File: src/rtl/mul_div_unit_if.sv
// Request/response bundle between the issue stage and the iterative mul/div unit.
interface mul_div_unit_if #(parameter int XLEN = 32);
  logic            start;
  logic            flush;
  logic [2:0]      op;
  logic [XLEN-1:0] rs1Data;
  logic [XLEN-1:0] rs2Data;
  logic [4:0]      rdIn;
  logic            busy;
  logic            done;
  logic [XLEN-1:0] result;
  logic [4:0]      rdOut;

  modport master (output start, flush, op, rs1Data, rs2Data, rdIn,
                  input  busy, done, result, rdOut);
  modport slave  (input  start, flush, op, rs1Data, rs2Data, rdIn,
                  output busy, done, result, rdOut);
endinterface

File: src/rtl/mul_div_unit.sv
// Iterative RV32M multiply/divide: shift-add multiply, restoring divide,
// one bit per cycle, fixed 34-cycle start-to-done latency.
module mul_div_unit #(
  parameter int XLEN = 32
) (
  input logic           clk,
  input logic           reset,
  mul_div_unit_if.slave bus
);
  localparam int CW = $clog2(XLEN);

  localparam logic [1:0] S_IDLE = 2'd0;
  localparam logic [1:0] S_CALC = 2'd1;
  localparam logic [1:0] S_FIX  = 2'd2;
  localparam logic [1:0] S_DONE = 2'd3;

  logic [1:0]        state;
  logic [CW-1:0]     cnt;
  logic [2:0]        op_q;
  logic [4:0]        rd_q;
  logic              neg_a, neg_b;
  logic [XLEN-1:0]   mag_a, mag_b;
  logic [2*XLEN-1:0] acc;        // mul: {partial, multiplier}; div: low word = dividend/quotient
  logic [XLEN:0]     rem;
  logic [XLEN-1:0]   result_q;
  logic [4:0]        rd_out_q;

  logic            accept;
  logic            sgn_a, sgn_b, in_neg_a, in_neg_b;
  logic [XLEN-1:0] in_mag_a, in_mag_b;

  always_comb begin
    accept   = bus.start & ~bus.flush & ((state == S_IDLE) | (state == S_DONE));
    sgn_a    = bus.op[2] ? ~bus.op[0] : (bus.op[1:0] != 2'b11);
    sgn_b    = bus.op[2] ? ~bus.op[0] : ~bus.op[1];
    in_neg_a = sgn_a & bus.rs1Data[XLEN-1];
    in_neg_b = sgn_b & bus.rs2Data[XLEN-1];
    in_mag_a = in_neg_a ? -bus.rs1Data : bus.rs1Data;
    in_mag_b = in_neg_b ? -bus.rs2Data : bus.rs2Data;
  end

  // One iteration of each datapath; the FSM picks which one commits.
  logic [XLEN:0]   mul_sum;
  logic [XLEN+1:0] div_shl;
  logic            div_ge;
  logic [XLEN:0]   div_rem;

  always_comb begin
    mul_sum = {1'b0, acc[2*XLEN-1:XLEN]} + (acc[0] ? {1'b0, mag_a} : '0);
    div_shl = {rem, acc[XLEN-1]};
    div_ge  = div_shl >= {2'b0, mag_b};
    div_rem = (XLEN+1)'(div_ge ? div_shl - {2'b0, mag_b} : div_shl);
  end

  logic [2*XLEN-1:0] prod_s;
  logic [XLEN-1:0]   quo, rmd, a_orig, fix_res;
  logic              div_zero, div_ovf;

  always_comb begin
    prod_s   = (neg_a ^ neg_b) ? -acc : acc;
    a_orig   = neg_a ? -mag_a : mag_a;
    div_zero = (mag_b == '0);
    div_ovf  = ~op_q[0] & neg_a & neg_b &
               (mag_a == {1'b1, {(XLEN-1){1'b0}}}) & (mag_b == XLEN'(1));
    if (div_zero) begin
      quo = '1;
      rmd = a_orig;
    end else if (div_ovf) begin
      quo = {1'b1, {(XLEN-1){1'b0}}};
      rmd = '0;
    end else begin
      quo = (neg_a ^ neg_b) ? -acc[XLEN-1:0] : acc[XLEN-1:0];
      rmd = neg_a ? -rem[XLEN-1:0] : rem[XLEN-1:0];
    end
    if (op_q[2])
      fix_res = op_q[1] ? rmd : quo;
    else
      fix_res = (op_q[1:0] == 2'b00) ? prod_s[XLEN-1:0] : prod_s[2*XLEN-1:XLEN];
  end

  always_ff @(posedge clk or negedge reset) begin
    if (!reset) begin
      state    <= S_IDLE;
      cnt      <= '0;
      op_q     <= '0;
      rd_q     <= '0;
      neg_a    <= 1'b0;
      neg_b    <= 1'b0;
      mag_a    <= '0;
      mag_b    <= '0;
      acc      <= '0;
      rem      <= '0;
      result_q <= '0;
      rd_out_q <= '0;
    end else begin
      case (state)
        S_IDLE, S_DONE: begin
          if (accept) begin
            state <= S_CALC;
            cnt   <= '0;
            op_q  <= bus.op;
            rd_q  <= bus.rdIn;
            neg_a <= in_neg_a;
            neg_b <= in_neg_b;
            mag_a <= in_mag_a;
            mag_b <= in_mag_b;
            rem   <= '0;
            acc   <= {{XLEN{1'b0}}, bus.op[2] ? in_mag_a : in_mag_b};
          end else begin
            state <= S_IDLE;
          end
        end
        S_CALC: begin
          if (bus.flush) begin
            state <= S_IDLE;
          end else begin
            if (op_q[2]) begin
              rem <= div_rem;
              acc <= {acc[2*XLEN-1:XLEN], acc[XLEN-2:0], div_ge};
            end else begin
              acc <= {mul_sum, acc[XLEN-1:1]};
            end
            cnt <= cnt + CW'(1);
            if (cnt == CW'(XLEN-1)) state <= S_FIX;
          end
        end
        S_FIX: begin
          if (bus.flush) begin
            state <= S_IDLE;
          end else begin
            state    <= S_DONE;
            result_q <= fix_res;
            rd_out_q <= rd_q;
          end
        end
        default: state <= S_IDLE;
      endcase
    end
  end

  assign bus.busy   = (state == S_CALC) | (state == S_FIX);
  assign bus.done   = (state == S_DONE);
  assign bus.result = result_q;
  assign bus.rdOut  = rd_out_q;
endmodule

File: src/flat_wrapper.sv
// flat-port wrapper written by rule: the top's interface ports become plain ports
module mul_div_unit_flat 
#(
  parameter int XLEN = 32
)
  (clk, reset, bus_start, bus_flush, bus_op, bus_rs1Data, bus_rs2Data, bus_rdIn, bus_busy, bus_done, bus_result, bus_rdOut);
  mul_div_unit_if #(.XLEN(XLEN)) bus_i ();
  input logic clk;
  input logic reset;
  input wire logic [$bits(bus_i.start)-1:0] bus_start;
  input wire logic [$bits(bus_i.flush)-1:0] bus_flush;
  input wire logic [$bits(bus_i.op)-1:0] bus_op;
  input wire logic [$bits(bus_i.rs1Data)-1:0] bus_rs1Data;
  input wire logic [$bits(bus_i.rs2Data)-1:0] bus_rs2Data;
  input wire logic [$bits(bus_i.rdIn)-1:0] bus_rdIn;
  output wire logic [$bits(bus_i.busy)-1:0] bus_busy;
  output wire logic [$bits(bus_i.done)-1:0] bus_done;
  output wire logic [$bits(bus_i.result)-1:0] bus_result;
  output wire logic [$bits(bus_i.rdOut)-1:0] bus_rdOut;
  assign bus_i.start = bus_start;
  assign bus_i.flush = bus_flush;
  assign bus_i.op = bus_op;
  assign bus_i.rs1Data = bus_rs1Data;
  assign bus_i.rs2Data = bus_rs2Data;
  assign bus_i.rdIn = bus_rdIn;
  assign bus_busy = bus_i.busy;
  assign bus_done = bus_i.done;
  assign bus_result = bus_i.result;
  assign bus_rdOut = bus_i.rdOut;
  mul_div_unit #(.XLEN(XLEN)) u_core (.clk(clk), .reset(reset), .bus(bus_i));
endmodule
File: config.mk
export PLATFORM = sky130hd
export DESIGN_NAME = mul_div_unit_flat
export DESIGN_NICKNAME = d
export VERILOG_FILES = /design/src/rtl/mul_div_unit_if.sv /design/src/rtl/mul_div_unit.sv /design/src/flat_wrapper.sv
export SDC_FILE = /design/constraint.sdc
export NUM_CORES = 1
export LEC_CHECK = 0
export BUFFER_PORTS_ARGS = -buffer_cell sky130_fd_sc_hd__buf_2
export CORE_MARGIN = 5
export CORE_UTILIZATION = 50
export CTS_CLUSTER_SIZE = 28
export DETAILED_ROUTE_END_ITERATION = 7
export PLACE_DENSITY_LB_ADDON = 0.3
export SYNTH_ARGS = -nofsm -noshare
export SYNTH_HDL_FRONTEND = slang
export SYNTH_SLANG_ARGS = --single-unit
File: constraint.sdc
create_clock -name clk -period 3.4 [get_ports clk]
set_clock_uncertainty 0.1 [all_clocks]
set_input_delay 0.68 -clock clk [delete_from_list [all_inputs] [get_ports clk]]
set_output_delay 0.68 -clock clk [all_outputs]
set_load 0.005 [all_outputs]
==> flow_metrics.tcl <==
set metrics [dict create \
    slew_headroom_pct 14.9 \
    stdcell_area_mm2 0.0203 \
    peakVddDrop_uv 466 \
    clock-sinks 215 \
    wl_per_cell_um 22.9 \
    critPathMostFrequentCell "a21oi_1" \
    place_area_mm2 0.0194 \
    clock_latency_ns 0.57 \
    finalWirelength_um 65200 \
    critPathMaxFanout 7 \
    finalHoldViolCount 0 \
    drive_gt1_share_pct 15.0 \
    area_delta_synth_final_pct 13.2 \
    worstPathArrival_ns 3.57 \
    end_kind "flop" \
    ys_top_cells_by_count "nand2_1 (287), o21ai_0 (263), dfrtp_1 (215)" \
    fin_crit_ns 3.25 \
    synth_top_area_cell "dfrtp_1" \
    n_fill_cell 3288 \
    coreArea_mm2 0.0355 \
    hold_path_class "primary input to flop" \
    vias 17900 \
    place_congestion 1.06 \
    antenna_found_initial 0 \
    min_period_over_period_pct 95.7 \
    finalMaxSlewViolations 0 \
    synth-async-reset-ratio_pct 100 \
    cts_root_buf "clkbuf_16" \
    p_leak_nw 9.19 \
    synthesis.area_mm2 0.0180 \
    worst_pin_slew_ns 1.27 \
    path_cells "nor4_1 > nand4_1 > or4_1 > nor3_4 > a21oi_1 > xnor2_1 > a211oi_1 > a21oi_1 > o21ai_0" \
    power.density_mw_per_mm2 510 \
    cts_buffer_depth 3 \
    drt_iter0_drc 1959 \
    synth_seq_cells 215 \
    diodes 0 \
    setup_viol 0 \
    cap_violations 0 \
    fin_util_pct 57.3 \
    crit_required_ns 3.72 \
    crit_buf_inv 0 \
    seq_area_frac_synth_pct 29.9 \
    num_rows 69 \
    num_io_pins 115 \
    yosys_warnings 0 \
    grt_overflow_total 0 \
    cts_buffers 27 \
    critPathTopFamily "simple AND/OR/NAND/NOR gates" \
    initial_utilization_pct 50.6 \
    startpoint_type "flop" \
    criticalPathCategory "flop to flop" \
    cts_tree "yes" \
    clk_pin_slew_ns 0.06 \
    ant_nets 0 \
    htreeDepth 1 \
    syn_area_per_cell_um2 8.01 \
    grt_max_degree 72 \
    slowest_stage "or4_1" \
    dieArea_mm2 0.0398 \
    synthDominantCellAreaShare_pct 29.9 \
    grt_pass1_wl_um 99800 \
    grt_pass1_vias 16900 \
    die_y_um 200 \
    status "finished, final reports clean" \
    fp.dieW_um 200 \
    firstDrtPassIters 6 \
    fmax_mhz 307 \
    final_nets 2516 \
    grt_usage_pct 32.1 \
    syn_nets 2394 \
    dp_hpwl_um 51500 \
    yosys.cell_count.top_type "nand2_1" \
    netlist_top_cells_area "dfrtp_1 (30%), o21ai_0 (7.3%), nand2_1 (6.0%), xor2_1 (5.8%), xnor2_1 (5.6%)" \
    synth-main-ff-cell "dfrtp_1" \
    numPortBuffers 114 \
    viasPerCell 6.29 \
    yosysUniqueCellTypes 94 \
    hold_slack_ns 0.248 \
    synth_edf_count 0 \
    slowest_delay_ns 0.69 \
    syn_inst 2242 \
    drc 0 \
]
==> final timing paths <==
check                          startpoint                     to  slack (ns)  cells past startpoint
setup / recovery           u_core.acc[24]  u_core.bus.result[23]        0.15                      9
hold / removal                bus_rdIn[3]         u_core.rd_q[3]        0.25                      2
setup reg to reg           u_core.acc[24]  u_core.bus.result[23]        0.15                      9
hold reg to reg            u_core.rd_q[2]    u_core.bus.rdOut[2]        0.37                      2
max in group asynchronous           reset    u_core.bus.rdOut[0]        1.80                      3
min in group asynchronous           reset         u_core.acc[28]        0.58                      2
==> kinds of logic (layout without fill, tap and decap cells) <==
family | after synthesis | count (layout) | synth area share [%]
xor+xnor | 233 | 233 | 11.4
buf+inv | 200 | 343 | 4.68
flops | 215 | 215 | 29.9
fa+ha+maj | 76 | 76 | 5.38
simple gates | 729 | 729 | 19.7
compound gates | 719 | 719 | 24.8
mux | 70 | 70 | 4.17
==> timing repair <==
item                                   CTS  global route
setup endpoints to repair                0            28
gates resized for setup                  0            20
setup buffers                            0             1
hold buffers                             1             0
endpoints found under the hold margin    7             0
==> report_power, final <==
group | switching (mW) | total (mW) | internal, mW
combinational | 2.59 | 4.08 | 1.49
clock | 1.19 | 2.79 | 1.60
sequential | 0.610 | 3.51 | 2.90
==> layout by cell type (no fill, tap or decap), types with 10 or more instances in the layout <==
master | Yosys | layout
nand2_1 | 287 | 287
xor2_1 | 118 | 117
nor2_1 | 173 | 172
nand4_1 | 16 | 16
and2_1 | 36 | 36
inv_1 | 78 | 78
xnor2_1 | 115 | 114
nor4_1 | 22 | 21
a21o_1 | 33 | 33
nand2b_1 | 13 | 13
o211ai_1 | 17 | 17
o21a_1 | 10 | 10
a31oi_1 | 20 | 20
o21ai_0 | 263 | 260
a211oi_1 | 31 | 31
o41ai_1 | 17 | 17
a221oi_1 | 11 | 10
o31ai_1 | 37 | 37
nor3_1 | 40 | 39
clkbuf_16 | 0 | 27
or3_1 | 20 | 20
buf_2 | 6 | 113
dfrtp_1 | 215 | 213
nand3_1 | 46 | 46
mux2i_1 | 40 | 40
buf_4 | 2 | 95
ha_1 | 74 | 71
mux2_2 | 29 | 29
a21oi_1 | 175 | 171
o221ai_1 | 15 | 15
==> routing by layer <==
metal | GRT usage (%) | up-vias | wire length [um]
li1 | - | 8310 | -
met1 | 46.2 | 8525 | 27700
met2 | 48.9 | 912 | 28400
met3 | 5.29 | 150 | 6210
met4 | 11.6 | 0 | 2880
met5 | 0 | - | 0
==> area by class of cell <==
type	instances	area (um2)	share of cell area, %
Sequential cell	215	5380	26.5
Tap cell	461	577	2.84
Inverter	78	293	1.44
Clock inverter	12	91.3	0.449
Timing Repair Buffer	215	1400	6.86
Multi-Input combinational cell	1827	11900	58.3
Clock buffer	38	747	3.67
==> sequential cells by signal, indices dropped and copies added, names as in the netlist <==
register,cells
u_core.acc,64
u_core.op_q,3
u_core.neg_b,1
u_core.rem,33
u_core.mag_a,32
u_core.state,2
u_core.neg_a,1
u_core.rd_q,5
u_core.bus.result,32
u_core.bus.rdOut,5
u_core.cnt,5
u_core.mag_b,32
==> stage by stage <==
step	setup WS (ns)	cells	power, mW	setup TNS, ns
after floorplan	0.179	2242	5.93	0
after global placement	0.117	2794	7.37	0
after detailed placement	0.0329	2794	7.44	0
after CTS	0.0209	2845	10.2	0
after global routing	-0.0173	2846	10.9	-0.0206
final	0.146	2846	10.4	0
Note: power is estimated with default switching activity, not from simulation.
